--- config.mk ---
export PLATFORM = sky130hd
export DESIGN_NAME = sd_cmd_ctrl_param_flat
export DESIGN_NICKNAME = d
export VERILOG_FILES = /design/src/rtl/sd_pkg.sv /design/src/rtl/sd_cmd_ctrl_param_if.sv /design/src/rtl/sd_crc7_serial.sv /design/src/rtl/sd_cmd_ctrl_param.sv /design/src/flat_wrapper.sv
export SDC_FILE = /design/constraint.sdc
export NUM_CORES = 1
export LEC_CHECK = 0
export ABC_AREA = 1
export CAP_MARGIN = 10
export CORE_ASPECT_RATIO = 0.9
export CORE_MARGIN = 3
export CORE_UTILIZATION = 42
export DETAILED_ROUTE_END_ITERATION = 8
export PLACE_DENSITY = 0.81
export SYNTH_ARGS = -nofsm -noshare
export SYNTH_HDL_FRONTEND = slang
export SYNTH_SLANG_ARGS = --single-unit
--- constraint.sdc ---
create_clock -name iClock_host -period 2.9 [get_ports iClock_host]
set_input_delay 0.29 -clock iClock_host [delete_from_list [all_inputs] [get_ports iClock_host]]
set_output_delay 0.29 -clock iClock_host [all_outputs]
set_load 0.1 [all_outputs]
--- src/rtl/sd_pkg.sv ---
// sd_pkg: shared FSM states, frame bit constants and CRC7 helper for the SD command controller
package sd_pkg;

    typedef enum logic [2:0] {
        IDLE,
        CRC,
        SEND,
        WAIT_RESP,
        DONE
    } state_t;

    localparam logic [6:0] CRC7_POLY = 7'h09;
    localparam logic       START_BIT = 1'b0;
    localparam logic       TX_BIT    = 1'b1;
    localparam logic       END_BIT   = 1'b1;

    // One MSB-first step of the CRC7 LFSR (x^7 + x^3 + 1)
    function automatic logic [6:0] crc7_step(input logic [6:0] c, input logic b);
        logic fb;
        fb = b ^ c[6];
        return {c[5:0], 1'b0} ^ (fb ? CRC7_POLY : 7'h00);
    endfunction

endpackage

--- src/rtl/sd_cmd_ctrl_param_if.sv ---
// sd_cmd_ctrl_param_if: host request, phy handshake and status bundle of the SD command controller
interface sd_cmd_ctrl_param_if #(
    parameter int IDX_W  = 6,
    parameter int ARG_W  = 32,
    parameter int RESP_W = 38
);
    localparam int FRAME_W = IDX_W + ARG_W + 10;

    logic               iNew_command;
    logic [IDX_W-1:0]   iCmd_index;
    logic [ARG_W-1:0]   iCmd_argument;
    logic               iResp_expected;
    logic               oIdle_out;
    logic               oStrobe_out;
    logic [FRAME_W-1:0] oCmd_frame;
    logic               iAck_in;
    logic               iStrobe_in;
    logic [RESP_W-1:0]  iResponse;
    logic               oAck_out;
    logic               oCommand_complete;
    logic               oTimeout;
    logic [RESP_W-1:0]  oResponse;

    modport master (
        output iNew_command, iCmd_index, iCmd_argument, iResp_expected,
               iAck_in, iStrobe_in, iResponse,
        input  oIdle_out, oStrobe_out, oCmd_frame, oAck_out,
               oCommand_complete, oTimeout, oResponse
    );

    modport slave (
        input  iNew_command, iCmd_index, iCmd_argument, iResp_expected,
               iAck_in, iStrobe_in, iResponse,
        output oIdle_out, oStrobe_out, oCmd_frame, oAck_out,
               oCommand_complete, oTimeout, oResponse
    );

endinterface

--- src/rtl/sd_crc7_serial.sv ---
// sd_crc7_serial: bit-serial CRC7 accumulator, one frame bit per enabled cycle, MSB first
module sd_crc7_serial
    import sd_pkg::*;
(
    input  logic       clk,
    input  logic       rst,
    input  logic       clr,
    input  logic       en,
    input  logic       din,
    output logic [6:0] crc
);
    logic [6:0] crc_q, crc_d;

    // Clear wins over a shift so every new frame starts from zero
    always_comb crc_d = clr ? 7'h00 : (en ? crc7_step(crc_q, din) : crc_q);

    // CRC register
    always_ff @(posedge clk or posedge rst) begin
        if (rst) crc_q <= 7'h00;
        else     crc_q <= crc_d;
    end

    assign crc = crc_q;

endmodule

--- src/rtl/sd_cmd_ctrl_param.sv ---
// sd_cmd_ctrl_param: SD host command controller; builds the command frame, hands it to the phy
// and optionally waits (bounded) for a response. Define CMD_CRC_EN to compute the CRC7 field;
// without it the CRC stage is removed and the field is sent as all ones.
module sd_cmd_ctrl_param
    import sd_pkg::*;
#(
    parameter int IDX_W   = 6,
    parameter int ARG_W   = 32,
    parameter int RESP_W  = 38,
    parameter int TO_W    = 8,
    parameter int TIMEOUT = 64
) (
    input logic               iClock_host,
    input logic               iReset,
    sd_cmd_ctrl_param_if.slave bus
);
    localparam int FRAME_W = IDX_W + ARG_W + 10;
    localparam int PRE_W   = IDX_W + ARG_W + 2;

    state_t              state_q, state_d;
    logic [PRE_W-1:0]    pre_q, pre_d;
    logic                end_q, end_d;
    logic                resp_exp_q, resp_exp_d;
    logic                to_flag_q, to_flag_d;
    logic                ack_q, ack_d;
    logic [TO_W-1:0]     to_q, to_d;
    logic [RESP_W-1:0]   resp_q, resp_d;
    logic [6:0]          crc;
    logic [FRAME_W-1:0]  frame;
    logic                accept;

    assign accept = (state_q == IDLE) && bus.iNew_command;

`ifdef CMD_CRC_EN
    localparam int CNT_W = $clog2(PRE_W);

    logic [CNT_W-1:0] cnt_q, cnt_d;
    logic [PRE_W-1:0] sh_q, sh_d;

    sd_crc7_serial u_crc (
        .clk (iClock_host),
        .rst (iReset),
        .clr (accept),
        .en  (state_q == CRC),
        .din (sh_q[PRE_W-1]),
        .crc (crc)
    );

    // Prefix shifter feeding the CRC MSB first, with a bit counter that ends the CRC stage
    always_comb begin
        cnt_d = (state_q == CRC) ? cnt_q + 1'b1 : '0;
        sh_d  = accept ? {START_BIT, TX_BIT, bus.iCmd_index, bus.iCmd_argument}
                       : ((state_q == CRC) ? {sh_q[PRE_W-2:0], 1'b0} : sh_q);
    end

    // CRC stage registers
    always_ff @(posedge iClock_host or posedge iReset) begin
        if (iReset) begin
            cnt_q <= '0;
            sh_q  <= '0;
        end else begin
            cnt_q <= cnt_d;
            sh_q  <= sh_d;
        end
    end
`else
    // No CRC stage: the field is all ones once a frame has been built, zero out of reset
    assign crc = end_q ? 7'h7F : 7'h00;
`endif

    // Next state, latched command fields, timeout counter and response capture
    always_comb begin
        state_d    = state_q;
        pre_d      = pre_q;
        end_d      = end_q;
        resp_exp_d = resp_exp_q;
        to_flag_d  = to_flag_q;
        ack_d      = 1'b0;
        to_d       = to_q;
        resp_d     = resp_q;
        case (state_q)
            IDLE: begin
                if (accept) begin
                    pre_d      = {START_BIT, TX_BIT, bus.iCmd_index, bus.iCmd_argument};
                    end_d      = END_BIT;
                    resp_exp_d = bus.iResp_expected;
                    to_flag_d  = 1'b0;
`ifdef CMD_CRC_EN
                    state_d    = CRC;
`else
                    state_d    = SEND;
`endif
                end
            end
`ifdef CMD_CRC_EN
            CRC: begin
                if (cnt_q == CNT_W'(PRE_W - 1)) state_d = SEND;
            end
`endif
            SEND: begin
                if (bus.iAck_in) begin
                    state_d = resp_exp_q ? WAIT_RESP : DONE;
                    to_d    = '0;
                end
            end
            WAIT_RESP: begin
                if (bus.iStrobe_in) begin
                    resp_d  = bus.iResponse;
                    ack_d   = 1'b1;
                    state_d = DONE;
                end else if (to_q == TO_W'(TIMEOUT - 1)) begin
                    to_flag_d = 1'b1;
                    state_d   = DONE;
                end else begin
                    to_d = to_q + 1'b1;
                end
            end
            DONE:    state_d = IDLE;
            default: state_d = IDLE;
        endcase
    end

    // Controller state register
    always_ff @(posedge iClock_host or posedge iReset) begin
        if (iReset) begin
            state_q    <= IDLE;
            pre_q      <= '0;
            end_q      <= 1'b0;
            resp_exp_q <= 1'b0;
            to_flag_q  <= 1'b0;
            ack_q      <= 1'b0;
            to_q       <= '0;
            resp_q     <= '0;
        end else begin
            state_q    <= state_d;
            pre_q      <= pre_d;
            end_q      <= end_d;
            resp_exp_q <= resp_exp_d;
            to_flag_q  <= to_flag_d;
            ack_q      <= ack_d;
            to_q       <= to_d;
            resp_q     <= resp_d;
        end
    end

    assign frame                 = {pre_q, crc, end_q};
    assign bus.oCmd_frame        = frame;
    assign bus.oIdle_out         = (state_q == IDLE);
    assign bus.oStrobe_out       = (state_q == SEND);
    assign bus.oCommand_complete = (state_q == DONE);
    assign bus.oAck_out          = ack_q;
    assign bus.oTimeout          = to_flag_q;
    assign bus.oResponse         = resp_q;

endmodule
--- src/flat_wrapper.sv ---
// flat-port wrapper written by rule: the top's interface ports become plain ports
module sd_cmd_ctrl_param_flat import sd_pkg::*;
#(
    parameter int IDX_W   = 6,
    parameter int ARG_W   = 32,
    parameter int RESP_W  = 38,
    parameter int TO_W    = 8,
    parameter int TIMEOUT = 64
)
  (iClock_host, iReset, bus_iNew_command, bus_iCmd_index, bus_iCmd_argument, bus_iResp_expected, bus_iAck_in, bus_iStrobe_in, bus_iResponse, bus_oIdle_out, bus_oStrobe_out, bus_oCmd_frame, bus_oAck_out, bus_oCommand_complete, bus_oTimeout, bus_oResponse);
  sd_cmd_ctrl_param_if #(.IDX_W(IDX_W), .ARG_W(ARG_W), .RESP_W(RESP_W)) bus_i ();
  input logic iClock_host;
  input logic iReset;
  input wire logic [$bits(bus_i.iNew_command)-1:0] bus_iNew_command;
  input wire logic [$bits(bus_i.iCmd_index)-1:0] bus_iCmd_index;
  input wire logic [$bits(bus_i.iCmd_argument)-1:0] bus_iCmd_argument;
  input wire logic [$bits(bus_i.iResp_expected)-1:0] bus_iResp_expected;
  input wire logic [$bits(bus_i.iAck_in)-1:0] bus_iAck_in;
  input wire logic [$bits(bus_i.iStrobe_in)-1:0] bus_iStrobe_in;
  input wire logic [$bits(bus_i.iResponse)-1:0] bus_iResponse;
  output wire logic [$bits(bus_i.oIdle_out)-1:0] bus_oIdle_out;
  output wire logic [$bits(bus_i.oStrobe_out)-1:0] bus_oStrobe_out;
  output wire logic [$bits(bus_i.oCmd_frame)-1:0] bus_oCmd_frame;
  output wire logic [$bits(bus_i.oAck_out)-1:0] bus_oAck_out;
  output wire logic [$bits(bus_i.oCommand_complete)-1:0] bus_oCommand_complete;
  output wire logic [$bits(bus_i.oTimeout)-1:0] bus_oTimeout;
  output wire logic [$bits(bus_i.oResponse)-1:0] bus_oResponse;
  assign bus_i.iNew_command = bus_iNew_command;
  assign bus_i.iCmd_index = bus_iCmd_index;
  assign bus_i.iCmd_argument = bus_iCmd_argument;
  assign bus_i.iResp_expected = bus_iResp_expected;
  assign bus_i.iAck_in = bus_iAck_in;
  assign bus_i.iStrobe_in = bus_iStrobe_in;
  assign bus_i.iResponse = bus_iResponse;
  assign bus_oIdle_out = bus_i.oIdle_out;
  assign bus_oStrobe_out = bus_i.oStrobe_out;
  assign bus_oCmd_frame = bus_i.oCmd_frame;
  assign bus_oAck_out = bus_i.oAck_out;
  assign bus_oCommand_complete = bus_i.oCommand_complete;
  assign bus_oTimeout = bus_i.oTimeout;
  assign bus_oResponse = bus_i.oResponse;
  sd_cmd_ctrl_param #(.IDX_W(IDX_W), .ARG_W(ARG_W), .RESP_W(RESP_W), .TO_W(TO_W), .TIMEOUT(TIMEOUT)) u_core (.iClock_host(iClock_host), .iReset(iReset), .bus(bus_i));
endmodule
==> metrics.txt <==
DIE HEIGHT=96.62 um; area share of the leading cell type in the synthesized netlist=between 50% and 60%; multi-input logic area=1306 um^2; Final Hold Viols=0; port buffer count=171; Syn Nets=541; Reg2Reg Depth=7; Remaining Overflow, GRT=0; total number of vias=3431; Pins Over Slew Limit=0; number of global-route vias before repair=3328; register area share after synthesis=59.42%; Detail Placement HPWL=7.250 mm; Hold Crit Class=input port to async pin; Yosys top cell by area=dfrtp_1; status=completed; first-pass GRT wire length=15.75 mm; reg2reg start=u_core.state_q[2]$_DFFE_PP0P_; shortest period the worst path allows=2162 ps; initial antenna violation count=0; post-CTS setup buffers=0; diode count=0; worst reg-to-reg setup slack=1120 ps; RSZ-0062 raised after global routing=no; Slew @ Worst Pin=roughly 780 ps; Clock Skews=14.92 ps; Clock Pin Slew Worst Setup and Hold Paths=80 ps; relative max-transition margin=between 40% and 50%; Die X=106.7 um; CTS root buf=clkbuf_8; Synth Area per Inst=8.368 um^2; post-detailed-route DRC marker count=0; share of cells above drive strength 1=19.16%; Non-Filler Instances=between 700 and 800; Initial Util=43.91%; hold_buf cts=0; critical-path maximum fanout=29; Boundary Pins=173; Fmax=462.5 MHz; wire per inst=13.27 um; clk buf depth=2; Worst setup EP type=primary output; period utilization=between 70% and 80%; Nets=699; core area=just under 9000 um^2; register area=around 2300 um^2; CTS tree=done; die footprint=10310 um^2; final setup fails=0; # fillers=755; CP Data Required Time=roughly 2600 ps; reg-to-reg endpoint=u_core.bus.oResponse[24]$_DFFE_PP0P_; Mapped Area=3832 um^2; cts bufs inserted=9; clock latency on the worst-skew pair=360 ps; FP Rows=32; max_cap viols=0; GRT Util Overall=18.90%; Syn Inst Count=458; post-cts resize count=0; Syn-to-layout area delta=45.45%; post-synthesis register bit count=slightly above 90; final wirelength=roughly 9.8 mm; Final GP Congestion=0.7632; pin count of the biggest net entering global routing=45; H-Tree Depth=3; synth unique cells=24; CTS sink count=91; post-route ant nets=0; Ys Warns=0; crit path kind=flop to primary output; Critical Path AT=roughly 1900 ps; Critical Path Source Type=flop; Area contributors post-synth=dfrtp_1 59%, nand2_1 23%, nand3_1 5.6%; post-detailed-route via-to-cell ratio=4.636; DR pass1 iterations=4; DR iter-0 viols=154; Sum Neg Setup Slack=0 ps; placed cell count=between 700 and 800
how the worst max path moves through the flow:
stage / from / end / slack, ps / cells after the start
6_report: u_core.state_q[0]$_DFFE_PP0P_ / bus_oIdle_out / 740 / 5
5_1_grt: u_core.state_q[0]$_DFFE_PP0P_ / bus_oIdle_out / 570 / 5
4_1_cts: u_core.state_q[0]$_DFFE_PP0P_ / bus_oIdle_out / 720 / 5
3_5_place_dp: bus_iStrobe_in / u_core.bus.oResponse[2]$_DFFE_PP0P_ / 1090 / 5
3_3_place_gp: bus_iStrobe_in / u_core.bus.oResponse[23]$_DFFE_PP0P_ / 1110 / 5
2_1_floorplan: u_core.state_q[0]$_DFFE_PP0P_ / bus_oCommand_complete / 110 / 1
cells in the final DEF (no fill, tap or decap), drive strengths merged, types with 2 or more instances in the layout:
cell,n
dfrtp,91
inv,19
clkinv,3
nand3b,2
o21ai,3
buf,96
nor3,2
nand2,239
clkbuf,11
clkdlybuf4s50,81
nand3,43
a21oi,5
nor2,16
bufinv,2
metal layers:
layer | routed length [um] | track usage (%)
met5 | 0 | 0
met4 | 196 | 5.801
met3 | 570 | 4.136
met2 | 4775 | 31.70
met1 | 4277 | 24.50
kinds of logic after synthesis:
logic type               share of synthesized area, %
AO/OA/AOI/OAI                                   1.796
adder cells (fa/ha/maj)                        0.3264
buffers and inverters                           6.497
flip-flops                                      59.42
other                                         0.09785
AND/OR/NAND/NOR                                 31.86
cell usage after synthesis (all sizes together):
cell type,instances
nor2,16
nand3b,2
a21oi,5
inv,20
a31oi,1
nand3,43
o211ai,1
and2,1
ha,1
dfrtp,91
a21boi,1
clkbuf,8
buf,22
o21ai,3
nand2,239
conb,1
nor3,2
o31ai,1
flip-flops by register name, summed over array words and instances, names as in the netlist:
| name | count |
|---|---|
| u_core.end_q | 1 |
| u_core.to_q | 8 |
| u_core.bus.oAck_out | 1 |
| u_core.pre_q | 38 |
| u_core.bus.oTimeout | 1 |
| u_core.state_q | 3 |
| u_core.resp_exp_q | 1 |
| u_core.bus.oResponse | 38 |
critical path, stage by stage (launching register included):
cell     delay (ps)
dfrtp_1         430
inv_2           110
nand3_1          90
inv_1           300
buf_4           370
buf_12          220
metrics by stage:
stage | instance area (um^2) | hold WS [ps] | setup slack, ps | utilization, %
global placement | 5365 | 456.5 | 1114 | 61.47
detailed placement | 5365 | 460.2 | 1093 | 61.47
finish | 5574 | 374.4 | 738.1 | 63.86
floorplan | 3832 | 399.6 | 111.4 | -
global route | 5574 | 430.0 | 569.6 | 63.86
CTS | 5574 | 394.7 | 716.8 | 63.86
cell type report:
| class | count | area share [%] |
|---|---|---|
| sequential | 91 | 40.85 |
| timing repair buffer | 177 | 27.92 |
| multi-input combinational | 317 | 23.43 |
| tap | 119 | 2.671 |
| clock buffer | 11 | 2.357 |
| clock inverter | 5 | 1.392 |
| inverter | 20 | 1.369 |
Power is left out: the tool's default activity adds up to more than one toggle a clock period on the data nets, which glitch-free logic cannot reach.
==> variant 1, RTL diff (same flow settings) <==
`TO_W` is set to 8 in 2 places; all go to 12.
--- a/src/rtl/sd_cmd_ctrl_param.sv
+++ b/src/rtl/sd_cmd_ctrl_param.sv
@@ -9,3 +9,3 @@
     parameter int RESP_W  = 38,
-    parameter int TO_W    = 8,
+    parameter int TO_W    = 12,
     parameter int TIMEOUT = 64
--- a/src/flat_wrapper.sv
+++ b/src/flat_wrapper.sv
@@ -6,3 +6,3 @@
     parameter int RESP_W  = 38,
-    parameter int TO_W    = 8,
+    parameter int TO_W    = 12,
     parameter int TIMEOUT = 64
Function: same outputs for any inputs over 10 cycles, from zero or initial values and one cycle with iReset high; that may be too few to reach the edited logic, so the function may still have changed.
==> variant 1 against the unedited design <==
Wire length is 5.1% higher. Synthesized area up 8.1%. Sequential cell count grew 4. Sequential share of layout area barely moved. Setup slack lost 0.0035 ns. Cell area up 4.3%. Largest cell class unchanged.
Power is not shown: default switching activity piles up to over one toggle a cycle in this logic, so the estimate is an artifact.
==> variant 1: results (changes against the unedited design) <==
[yosys]
synth_fp_nets = 584  ; +7.9%
synth_fa_ha_area_share_pct = 0.302  ; -0.025 points
synthMuxAreaShare_pct = 0  ; unchanged
seq_area_frac_synth_pct = 57.4  ; -2.1 points
synthXorXnorAreaFrac_pct = 0  ; unchanged
synthDistinctLibCells = 26  ; +8.3%
synth-compound-area-share_pct = 2.11  ; +0.32 points
yosysWarnings = 0  ; unchanged
synth_common_cells = 280 x nand2_1, 95 x dfrtp_1, 23 x nor2_1
synthTopCellsByArea = dfrtp_1 57%, nand2_1 25%, buf_4 2.2%
async_flop_share_pct = 100  ; unchanged

[placement]
port_buffers = 171  ; unchanged
placed_area_mm2 = 0.00563  ; +4.9%
hpwl_mm = 7.69  ; +6.1%
gp_congestion = 0.911  ; +19%

[detailed_routing]
routed_wl_mm = 10.3  ; +5.1%
num_vias = 3631  ; +5.8%
drt_iter0_markers = 144  ; -6.5%
first_pass_iters = 4  ; unchanged

[worst_setup_path]
ff2ff_path_depth = 7  ; unchanged
worstSetupPathType = reg -> reg
critical_path_arrival_ns = 2.46  ; +0.59 ns
r2r_start = u_core.state_q[0]$_DFFE_PP0P_
crit_path_max_fanout = 41  ; +41%
critPathSlowestCell = dfrtp_1
slowest_delay_ns = 0.46  ; +0.03 ns

[clock_network]
cts_buffers = 9  ; unchanged
hold_buffers = 0  ; unchanged
clk_pin_slew_ns = 0.09
cts_setup_buffers = 0  ; unchanged
clk_latency_ns = 0.34  ; -0.02 ns
cts_root_buf = clkbuf_8
clockBufferDepth = 2  ; unchanged

[worst_hold_path]
min-delay-path-class = in -> async

[cells_and_area]
fin_nets = 741  ; +6.0%
drive_gt1_share_pct = 19.5  ; +0.32 points

[global_route]
grt_start_max_net_pins = 54  ; +20%
antenna_found_initial = 0  ; unchanged
grtUsageTotal_pct = 18.7  ; -0.23 points
grt_pass1_wl_mm = 17.0  ; +7.8%

[timing]
fin_skew_ns = 0.00526  ; -0.00966 ns
hold_violations = 0  ; unchanged
maxSlewHeadroom_pct = 50.9  ; +2.9 points

[outcome]
status = finished clean

## variant 1: final cells by class
| class | count | area [µm²] |
|---|---|---|
| Timing Repair Buffer | 174 | 1520 |
| Inverter | 25 | 100 |
| Sequential cell | 95 | 2380 |
| Fill cell | 798 | 3560 |
| Clock inverter | 5 | 58.8 |
| Multi-Input combinational cell | 353 | 1480 |
| Clock buffer | 10 | 128 |
| Tap cell | 122 | 153 |
## variant 1: worst paths after layout
path	endpoint	slack (ns)
worst max-delay path	u_core.bus.oResponse[19]$_DFFE_PP0P_	0.73
worst min-delay path	u_core.bus.oResponse[9]$_DFFE_PP0P_	0.36
worst max register to register	u_core.bus.oResponse[19]$_DFFE_PP0P_	0.73
worst min register to register	u_core.pre_q[23]$_DFFE_PP0P_	0.48
max in group asynchronous	u_core.pre_q[31]$_DFFE_PP0P_	1.84
min in group iClock_host	u_core.bus.oResponse[25]$_DFFE_PP0P_	0.47
## variant 1: per-layer routing
metal	part of all wire [%]	wire length, µm	GRT usage, %	vias to the layer above
met1	43	4420	23.9	1667
met4	1.8	187	5.30	0
met5	0	0	0	-
met2	48	4930	31.1	138
met3	7.6	787	5.73	16
li1	-	-	-	1810
## variant 1: worst reg2reg max path: cells and delay by family, from the launching register on
family | cells | cell delay (ns)
DFF | 1 | 0.46
buffers and inverters | 3 | 0.83
and+or+nand+nor | 4 | 0.82
## variant 1: cell families (layout without fill, tap and decap cells)
group / count (synthesis) / count (layout)
DFF: 95 / 95
adders and majority gates: 1 / 1
other: 1 / 1
AOI/OAI and AO/OA: 17 / 17
and+or+nand+nor: 334 / 334
buffers and inverters: 53 / 214
## variant 1: metrics by stage
stage	cells	utilization (%)	setup WS (ns)	hold slack [ns]
global placement	769	60.0	0.827	0.455
detailed placement	769	60.0	0.734	0.460
finish	784	62.0	0.735	0.356
floorplan	501	-	0.0964	0.400
global route	784	62.0	0.479	0.425
CTS	784	62.0	0.728	0.373
==> variant 2, RTL diff (same flow settings) <==
Without the edit above. Encoding of `state_t`: now Gray code (3 bits for 5 states).
--- a/src/rtl/sd_pkg.sv
+++ b/src/rtl/sd_pkg.sv
@@ -4,7 +4,7 @@
     typedef enum logic [2:0] {
-        IDLE,
-        CRC,
-        SEND,
-        WAIT_RESP,
-        DONE
+        IDLE      = 3'b000,
+        CRC       = 3'b001,
+        SEND      = 3'b011,
+        WAIT_RESP = 3'b010,
+        DONE      = 3'b110
     } state_t;
Formal check against the unedited RTL: same outputs for any inputs over 10 cycles, from zero or initial values and one cycle with iReset high; not proved beyond that.
==> variant 2 against the unedited design <==
Die area fell by 1.4%. Via count decreased by 1.3%. Synthesized area down 1.5%. Cell area shrank 0.90%. Wire length decreased by 0.32%. Sequential cell count unchanged. Clock skew decreased by 0.0029 ns. First-iteration DRC count is 14% lower. Setup slack gained 0.24 ns. Final cell count shrank 1.1%. Largest cell class unchanged.
Power is not shown: default switching activity piles up to over one toggle a cycle in this logic, so the estimate is an artifact.
==> variant 2: results (changes against the unedited design) <==
[timing]
maxSlewHeadroom_pct = 56.5  ; +8.5 points
fin_skew_ns = 0.0121  ; -0.00287 ns

[cells_and_area]
fin_nets = 691  ; -1.1%
drive_gt1_share_pct = 19.2  ; +0.087 points
antenna_cells = 0  ; unchanged
instances_no_fill = 732  ; -1.1%

[yosys]
synth_fp_nets = 532  ; -1.7%
synthTopCellsByArea = dfrtp_1 60%, nand2_1 27%, buf_4 2.4%
synthDistinctLibCells = 21  ; -13%
synth_common_cells = 270 x nand2_1, 91 x dfrtp_1, 17 x nor2_1
seq_area_frac_synth_pct = 60.3  ; +0.93 points
syn_avg_cell_area_um2 = 8.40  ; +0.44%

[global_route]
met1_usage_pct = 23.4  ; -1.1 points
grt_pass1_wl_mm = 15.8  ; +0.62%
grt_start_max_net_pins = 56  ; +24%
grt_util_met2_pct = 33.5  ; +1.8 points
grt_pass1_vias = 3294  ; -1.0%
grtUsageTotal_pct = 19.4  ; +0.54 points
groute.layer.met3.usage_pct = 5.23  ; +1.1 points

[placement]
gp_congestion = 0.825  ; +8.1%
hpwl_mm = 7.23  ; -0.27%
dp_cells = 716  ; -1.1%

[worst_setup_path]
path_delay_family = simple AND/OR/NAND/NOR gates
slowest_delay_ns = 0.56  ; +0.13 ns
critPathSlowestCell = inv_2
crit_path_max_fanout = 39  ; +34%
critical_path_arrival_ns = 2.22  ; +0.35 ns

[detailed_routing]
routed_wl_mm = 9.79  ; -0.32%
first_pass_iters = 5  ; +1
drt_iter0_markers = 132  ; -14%
num_vias = 3387  ; -1.3%

[outcome]
status = finished clean

==> variant 2: changes by cell type after synthesis, moves of 2 or more <==
cell / change
buf_2: -2
buf_6: +2
clkbuf_1: -5
nand2_1: +34
nand3_1: -37
nor2_1: +3
nor3_1: +2
==> variant 2: worst register-to-register path, cell delays in order (launching register included) <==
cell,delay (ns)
dfrtp_1,0.41
nor2_1,0.18
inv_2,0.11
nor2_8,0.15
nand2_2,0.23
inv_2,0.56
nand2_1,0.15
nand2_1,0.09
==> variant 2: layer usage <==
metal	part of all wire, %	vias up
met1	41	1579
li1	-	1655
met3	7.5	16
met4	2.0	0
met5	0	-
met2	50	137
==> variant 2: worst paths after layout <==
kind	endpoint	startpoint	slack (ns)
worst max-delay path	u_core.bus.oResponse[5]$_DFFE_PP0P_	u_core.state_q[0]$_DFFE_PP0P_	0.97
worst min-delay path	u_core.pre_q[4]$_DFFE_PP0P_	iReset	0.33
worst max register to register	u_core.bus.oResponse[5]$_DFFE_PP0P_	u_core.state_q[0]$_DFFE_PP0P_	0.97
worst min register to register	u_core.pre_q[5]$_DFFE_PP0P_	u_core.pre_q[5]$_DFFE_PP0P_	0.48
max in group asynchronous	u_core.bus.oResponse[1]$_DFFE_PP0P_	iReset	1.85
min in group iClock_host	u_core.bus.oResponse[30]$_DFFE_PP0P_	bus_iResponse[30]	0.46
==> variant 2: layout make-up <==
cell class / instances / area [µm²]
Inverter: 19 / 72.6
Fill cell: 742 / 3120
Clock buffer: 11 / 141
Tap cell: 119 / 149
Sequential cell: 91 / 2280
Multi-Input combinational cell: 313 / 1250
Timing Repair Buffer: 174 / 1520
Clock inverter: 5 / 108
==> variant 2: cell families after synthesis <==
family,after synthesis,synth area share [%]
buf+inv,45,6.53
simple gates,303,31.5
fa+ha+maj,1,0.332
other cells,1,0.0994
compound gates,7,0.928
xor+xnor,1,0.232
flops,91,60.3
==> variant 2: stage by stage <==
stage                     hold slack (ns)  instance area [µm²]
after detailed placement            0.461                 5280
after global placement              0.455                 5280
after floorplan                     0.400                 3780
after CTS                           0.347                 5520
final                               0.328                 5520
after global routing                0.364                 5520
